### src/rtl/config_unit_multi_pkg.sv
// ---------------------------------------------------------------------------
// config_unit_pkg
// Shared types and constants for the multi-channel configuration unit.
//   state_t  : session state machine encoding (IDLE, AUTH, OPEN, LOCK)
//   FIELD_P  : field-select value for the P threshold
//   FIELD_Q  : field-select value for the Q threshold
// ---------------------------------------------------------------------------
package config_unit_pkg;

    typedef enum logic [1:0] {
        IDLE = 2'd0,
        AUTH = 2'd1,
        OPEN = 2'd2,
        LOCK = 2'd3
    } state_t;

    localparam logic FIELD_P = 1'b0;
    localparam logic FIELD_Q = 1'b1;

endpackage

### src/rtl/config_unit_multi_reg_bank.sv
// ---------------------------------------------------------------------------
// config_reg_bank
// Per-channel P/Q threshold storage. One write per cycle; the field bit picks
// P or Q inside the addressed channel. Only reset clears the contents.
// Ports:
//   clock, reset : clock and asynchronous active-high reset
//   i_we         : write enable
//   i_ch         : channel index (indices >= NUM_CH are never written)
//   i_field      : FIELD_P or FIELD_Q
//   i_value      : threshold value
//   o_dataP      : packed P thresholds, channel i at [i*VAL_W +: VAL_W]
//   o_dataQ      : packed Q thresholds, same packing
// ---------------------------------------------------------------------------
module config_reg_bank
    import config_unit_pkg::*;
#(
    parameter int NUM_CH = 4,
    parameter int VAL_W  = 7
) (
    input  logic                                      clock,
    input  logic                                      reset,
    input  logic                                      i_we,
    input  logic [((NUM_CH > 1) ? $clog2(NUM_CH) : 1)-1:0] i_ch,
    input  logic                                      i_field,
    input  logic [VAL_W-1:0]                          i_value,
    output logic [NUM_CH*VAL_W-1:0]                   o_dataP,
    output logic [NUM_CH*VAL_W-1:0]                   o_dataQ
);

    logic [NUM_CH-1:0][VAL_W-1:0] r_p;
    logic [NUM_CH-1:0][VAL_W-1:0] r_q;

    // Storage array: the loop compares the index against each channel so an
    // out-of-range index simply matches nothing rather than indexing past
    // the end of the array.
    always_ff @(posedge clock or posedge reset) begin
        if (reset) begin
            r_p <= '0;
            r_q <= '0;
        end else if (i_we) begin
            for (int i = 0; i < NUM_CH; i++) begin
                if (int'(i_ch) == i) begin
                    if (i_field == FIELD_Q) begin
                        r_q[i] <= i_value;
                    end else begin
                        r_p[i] <= i_value;
                    end
                end
            end
        end
    end

    assign o_dataP = r_p;
    assign o_dataQ = r_q;

endmodule

### src/rtl/config_unit_multi.sv
// ---------------------------------------------------------------------------
// config_unit_multi
// Multi-channel configuration unit. A session is opened with request, the
// caller authenticates with the key code and a confirm pulse, and each later
// confirm writes a P or Q threshold into the channel given by ch_sel.
// Repeated wrong keys lock the unit out for LOCK_CYCLES cycles; a key change
// while open drops the session back to authentication.
// Ports:
//   clock, reset   : clock and asynchronous active-high reset
//   request        : session enable (level)
//   confirm        : action strobe, only its rising edge acts
//   key            : expected key code
//   input_data     : key attempt in AUTH, {field, value} in OPEN
//   ch_sel         : target channel for writes
//   data_p, data_q : packed P/Q thresholds per channel
//   auth_ok        : session open
//   error          : one-cycle pulse on wrong key or invalid channel
//   locked         : lockout in progress
//   ack            : one-cycle pulse on each accepted write
// ---------------------------------------------------------------------------
module config_unit_multi
    import config_unit_pkg::*;
#(
    parameter int DATA_W      = 8,
    parameter int KEY_W       = 8,
    parameter int NUM_CH      = 4,
    parameter int MAX_FAIL    = 3,
    parameter int LOCK_CYCLES = 16
) (
    input  logic                                           clock,
    input  logic                                           reset,
    input  logic                                           request,
    input  logic                                           confirm,
    input  logic [KEY_W-1:0]                               key,
    input  logic [DATA_W-1:0]                              input_data,
    input  logic [((NUM_CH > 1) ? $clog2(NUM_CH) : 1)-1:0] ch_sel,
    output logic [NUM_CH*(DATA_W-1)-1:0]                   data_p,
    output logic [NUM_CH*(DATA_W-1)-1:0]                   data_q,
    output logic                                           auth_ok,
    output logic                                           error,
    output logic                                           locked,
    output logic                                           ack
);

    localparam int VAL_W  = DATA_W - 1;
    localparam int FAIL_W = $clog2(MAX_FAIL + 1);
    localparam int LOCK_W = (LOCK_CYCLES > 1) ? $clog2(LOCK_CYCLES) : 1;

    state_t             r_state;
    logic [FAIL_W-1:0]  r_failCnt;
    logic [LOCK_W-1:0]  r_lockCnt;
    logic [KEY_W-1:0]   r_keyAtOpen;
    logic               r_confirmQ;
    logic               r_error;
    logic               r_ack;

    state_t             w_stateNext;
    logic [FAIL_W-1:0]  w_failNext;
    logic [LOCK_W-1:0]  w_lockNext;
    logic [KEY_W-1:0]   w_keyAtOpenNext;
    logic               w_errorNext;
    logic               w_ackNext;
    logic               w_we;

    logic               w_confRise;
    logic               w_keyMatch;
    logic               w_chValid;
    logic               w_keyChanged;

    assign w_confRise   = confirm & ~r_confirmQ;
    assign w_keyMatch   = (input_data[KEY_W-1:0] == key);
    assign w_chValid    = (32'(ch_sel) < NUM_CH);
    // The key captured on entry to OPEN is the reference; any later change of
    // the system key invalidates the current session.
    assign w_keyChanged = (key != r_keyAtOpen);

    // State, counters and the registered error/ack pulses. The confirm edge
    // register runs in every state so a confirm held across a state change
    // never looks like a fresh rising edge.
    always_ff @(posedge clock or posedge reset) begin
        if (reset) begin
            r_state     <= IDLE;
            r_failCnt   <= '0;
            r_lockCnt   <= '0;
            r_keyAtOpen <= '0;
            r_confirmQ  <= 1'b0;
            r_error     <= 1'b0;
            r_ack       <= 1'b0;
        end else begin
            r_state     <= w_stateNext;
            r_failCnt   <= w_failNext;
            r_lockCnt   <= w_lockNext;
            r_keyAtOpen <= w_keyAtOpenNext;
            r_confirmQ  <= confirm;
            r_error     <= w_errorNext;
            r_ack       <= w_ackNext;
        end
    end

    // Next-state logic. In OPEN a request drop beats a key change, which in
    // turn beats a write, so error and ack can never fire together.
    always_comb begin
        w_stateNext     = r_state;
        w_failNext      = r_failCnt;
        w_lockNext      = r_lockCnt;
        w_keyAtOpenNext = r_keyAtOpen;
        w_errorNext     = 1'b0;
        w_ackNext       = 1'b0;
        w_we            = 1'b0;

        case (r_state)
            IDLE: begin
                if (request) begin
                    w_stateNext = AUTH;
                end
            end

            AUTH: begin
                if (!request) begin
                    w_stateNext = IDLE;
                end else if (w_confRise) begin
                    if (w_keyMatch) begin
                        w_stateNext     = OPEN;
                        w_failNext      = '0;
                        w_keyAtOpenNext = key;
                    end else begin
                        w_errorNext = 1'b1;
                        w_failNext  = r_failCnt + FAIL_W'(1);
                        if (r_failCnt == FAIL_W'(MAX_FAIL - 1)) begin
                            w_stateNext = LOCK;
                            w_lockNext  = LOCK_W'(LOCK_CYCLES - 1);
                        end
                    end
                end
            end

            OPEN: begin
                if (!request) begin
                    w_stateNext = IDLE;
                end else if (w_keyChanged) begin
                    w_stateNext = AUTH;
                end else if (w_confRise) begin
                    if (w_chValid) begin
                        w_we      = 1'b1;
                        w_ackNext = 1'b1;
                    end else begin
                        w_errorNext = 1'b1;
                    end
                end
            end

            LOCK: begin
                if (r_lockCnt == '0) begin
                    w_stateNext = IDLE;
                    w_failNext  = '0;
                end else begin
                    w_lockNext = r_lockCnt - LOCK_W'(1);
                end
            end

            default: begin
                w_stateNext = IDLE;
            end
        endcase
    end

    config_reg_bank #(
        .NUM_CH (NUM_CH),
        .VAL_W  (VAL_W)
    ) u_regBank (
        .clock   (clock),
        .reset   (reset),
        .i_we    (w_we),
        .i_ch    (ch_sel),
        .i_field (input_data[DATA_W-1]),
        .i_value (input_data[VAL_W-1:0]),
        .o_dataP (data_p),
        .o_dataQ (data_q)
    );

    assign auth_ok = (r_state == OPEN);
    assign locked  = (r_state == LOCK);
    assign error   = r_error;
    assign ack     = r_ack;

endmodule

### config.mk
export PLATFORM = sky130hd
export DESIGN_NAME = config_unit_multi
export DESIGN_NICKNAME = d
export VERILOG_FILES = /design/src/rtl/config_unit_multi_pkg.sv /design/src/rtl/config_unit_multi_reg_bank.sv /design/src/rtl/config_unit_multi.sv
export SDC_FILE = /design/constraint.sdc
export NUM_CORES = 1
export LEC_CHECK = 0
export CAP_MARGIN = 20
export CORE_MARGIN = 4
export CORE_UTILIZATION = 53
export CTS_CLUSTER_SIZE = 8
export DETAILED_ROUTE_END_ITERATION = 10
export PLACE_DENSITY = 0.95
export REMOVE_ABC_BUFFERS = 1
export SYNTH_ARGS = -nofsm -noshare
export SYNTH_HDL_FRONTEND = slang
export SYNTH_SLANG_ARGS = --single-unit
### constraint.sdc
create_clock -name clock -period 7.6 [get_ports clock]
set_clock_uncertainty 0.1 [all_clocks]
set_input_delay 1.52 -clock clock [delete_from_list [all_inputs] [get_ports clock]]
set_output_delay 1.52 -clock clock [all_outputs]
set_load 0.02 [all_outputs]
==> summary.md <==
| Metric | Value |
|---|---|
| Final Hold Viols | `0` |
| Via-per-instance ratio | `5.542` |
| Relative slew slack | `0.3840` |
| CTS resizes | `0` |
| Clock latency on the worst-skew pair | `0.35 ns` |
| ANT cells | `0` |
| Synthesis warning total | `0` |
| Width of the die | `86.96 um` |
| Detailed Route WL | `7452 um` |
| Final ANT Viol Nets | `0` |
| CTS root buf | `clkbuf_8` |
| GRT met2 Usage | `0.3499` |
| First-pass DRT Iterations | `5` |
| FP Rows | `28` |
| Die ar. | `7562 sq um` |
| Most common library cell in the layout ignoring fill and taps | `clkdlybuf4s50_1` |
| First-pass GRT wire length | `11920 um` |
| CTS tree | `built` |
| Max_cap viols | `0` |
| Max-slew violations | `0` |
| Die height | `86.96 um` |
| Vias in the first global route | `2295` |
| R2R Path Start | `r_keyAtOpen[5]` |
| Nets | `350` |
| Gr busiest metal | `met2` |
| Critical path peak fanout | `7` |
| All-Layer GR Usage | `0.2086` |
| Crit end category | `flip-flop` |
| H-tree depth | `3` |
| WL per Instance | `18.35 um` |
| GRT met1 Usage | `0.2626` |
| Tmin final | `3.874 ns` |
| Clock Power Share | `0.360` |
| Reg clk slew, reported paths | `0.09 ns` |
| Worst Hold End | `u_regBank.o_dataP[0]` |
| Register bit total from synthesis | `75` |
| Sequential share of the synthesized area | `0.5680` |
| Via count | `2250` |
| Final Wtd Congestion | `0.8242` |
| Register-to-Register Setup Slack | `5.01 ns` |
| Worst Setup SP | `key[5]` |
| Peak supply drop | `0.0001496 V` |
| Post-CTS setup buffer count | `0` |
| Fill cells | `382` |
| Leakage | `0.002072 uW` |
| GRT met3 Usage | `0.03217` |
| DRT iter0 DRCs | `87` |
| Pwr Total | `832.2 uW` |
| Pin count of the biggest net entering global routing | `76` |
| Period utilization | `0.5098` |
| Tightest Hold Check Type | `flip-flop to flip-flop` |
| Number of flops mapped to enable cells by yosys | `0` |
| Critical path class | `input pin to flip-flop` |
| Type of origin of the critical path | `input pin` |
| Cells after Synth | `247` |
| Sw power | `221.6 uW` |
| Reg2reg end | `u_regBank.o_dataP[24]` |
| Most frequent cells in the layout | `clkdlybuf4s50_1, dfrtp_1, mux2_2, nand2_1, clkbuf_8` |
| Synthesized area | `3304 sq um` |
| # DRC | `0` |
| RSZ-0062 raised after global routing | `no` |
| Final setup fails | `0` |
| Cts bufs inserted | `9` |
| Grt ovf | `0` |
| Post-route insts no fill | `406` |
| Clock tree buffer depth | `2` |
| Peak Freq | `258.1 MHz` |
| Placed cell count | `390` |
| Final setup TNS | `0 ns` |
| Initial antenna violation count | `0` |
| Core Box Area | `5991 sq um` |
| Async SR Flop Fraction | `1.000` |
| Hold Buf Count CTS | `0` |
| Avg Inst Size Synth | `13.38 sq um` |
| Clk sinks | `75` |
| PwrDens | `191.6 nW/um^2` |
| Pint | `610.6 uW` |
| Switching Share | `0.2663` |
| Worst EP required | `7.73 ns` |
| Comb pwr share | `0.118` |
| Ports | `82` |
| Worst Path Arrival | `4.01 ns` |
| Hold Crit Start | `u_regBank.o_dataP[0]` |
| Run status | `complete, no violations` |
| Post-DP HPWL | `5295 um` |
| Sequential cell fraction of total power | `0.521` |
| Top FF cell, synth | `dfrtp_1` |
| Worst Tran Pin Value | `0.9241 ns` |
| Port Buffers | `81` |
| Hold Path Depth | `1` |
| Starting density of the core | `0.5516` |
| Layout cell share with drive strength beyond 1 | `0.2689` |
| Post-synth cell types | `40` |
| Reg2Reg Depth | `5` |
| Area added between synthesis and finish | `31.47%` |
[cells in the mapped netlist (2+ instances only)]
cell type  number  share of area
clkbuf_1        7         0.0080
nor3_2          2         0.0061
buf_1           2         0.0023
nor4_1          5         0.0095
and3_1          3         0.0057
o21ai_0         5         0.0076
mux2_2         57           0.19
xnor2_1         8          0.021
a21o_1          2         0.0045
and2_1          2         0.0038
mux2_4          7          0.032
nor2_1          4         0.0045
o31ai_1         2         0.0045
buf_2           3         0.0045
xor2_1          8          0.021
ha_1            2         0.0076
nand3_1         8          0.012
nor3_1          4         0.0061
or3_1           2         0.0038
a21oi_1         2         0.0030
nand2_1         9          0.010
inv_1           9          0.010
dfrtp_1        75           0.57
a211oi_1        2         0.0045
nand2b_1        2         0.0038
[per-stage QoR]
| stage | instance area, sq um | setup slack, ns | utilization | hold slack (ns) |
|---|---|---|---|---|
| after floorplan | 3239 | 4.070 | - | 0.3526 |
| after global placement | 4151 | 3.372 | 0.6930 | 0.3672 |
| after detailed placement | 4151 | 3.346 | 0.6930 | 0.3943 |
| after CTS | 4344 | 3.747 | 0.7251 | 0.4120 |
| after global routing | 4344 | 3.595 | 0.7251 | 0.4209 |
| final | 4344 | 3.726 | 0.7251 | 0.4085 |
[flip-flops by register name, indices dropped and copies added (netlist names)]
register	cells
r_keyAtOpen	8
u_regBank.o_dataQ	28
error	1
u_regBank.o_dataP	28
ack	1
r_state	2
r_confirmQ	1
r_failCnt	2
r_lockCnt	4
[power by group through the flow]
stage / logic, uW / clock network, uW / registers [uW]
floorplan: 57.7 / 0 / 438
finish: 98.3 / 300 / 434
detailed placement: 97.3 / 0 / 441
global placement: 91.8 / 0 / 440
global route: 110 / 320 / 437
CTS: 99.2 / 305 / 433
[metal layers]
layer / routed length, um / vias up / part of all wire
met5: 0 / - / 0
met4: 195 / 0 / 0.026
met3: 292 / 16 / 0.039
met2: 3741 / 61 / 0.50
met1: 3223 / 1143 / 0.43
li1: - / 1030 / -
[area by class of cell]
cell class | count | area [sq um] | area share
clock buffers | 10 | 127.6 | 0.02938
well taps | 75 | 93.84 | 0.02160
repair buffers | 82 | 818.3 | 0.1884
clock inverters | 6 | 65.06 | 0.01498
inverters | 9 | 33.78 | 0.007776
multi-input cells | 149 | 1329 | 0.3059
flip-flops and latches | 75 | 1877 | 0.4320
[worst max-delay path: stages]
cell	delay (ns)
clkdlybuf4s50_1	0.47
xnor2_1	0.25
nand2_1	0.10
or4_1	0.68
nor3_2	0.56
mux2_2	0.41
[logic make-up (layout without fill, tap and decap cells)]
group,count (synthesis),count (layout),synth area share
DFF,75,75,0.5680
adders and majority gates,2,2,0.007572
and+or+nand+nor,50,50,0.09277
xor gates and xnor gates,16,16,0.04241
muxes,64,64,0.2261
buffers and inverters,23,107,0.02991
AOI/OAI and AO/OA,17,17,0.03332
[worst max-delay path by stage]
stage	depth (start not counted)	end
2_1_floorplan	1	ack
3_3_place_gp	6	u_regBank.o_dataP[18]
3_5_place_dp	6	u_regBank.o_dataP[18]
4_1_cts	6	u_regBank.o_dataP[18]
5_1_grt	6	u_regBank.o_dataP[14]
6_report	6	u_regBank.o_dataP[24]
Note: power is estimated with default switching activity, not from simulation.
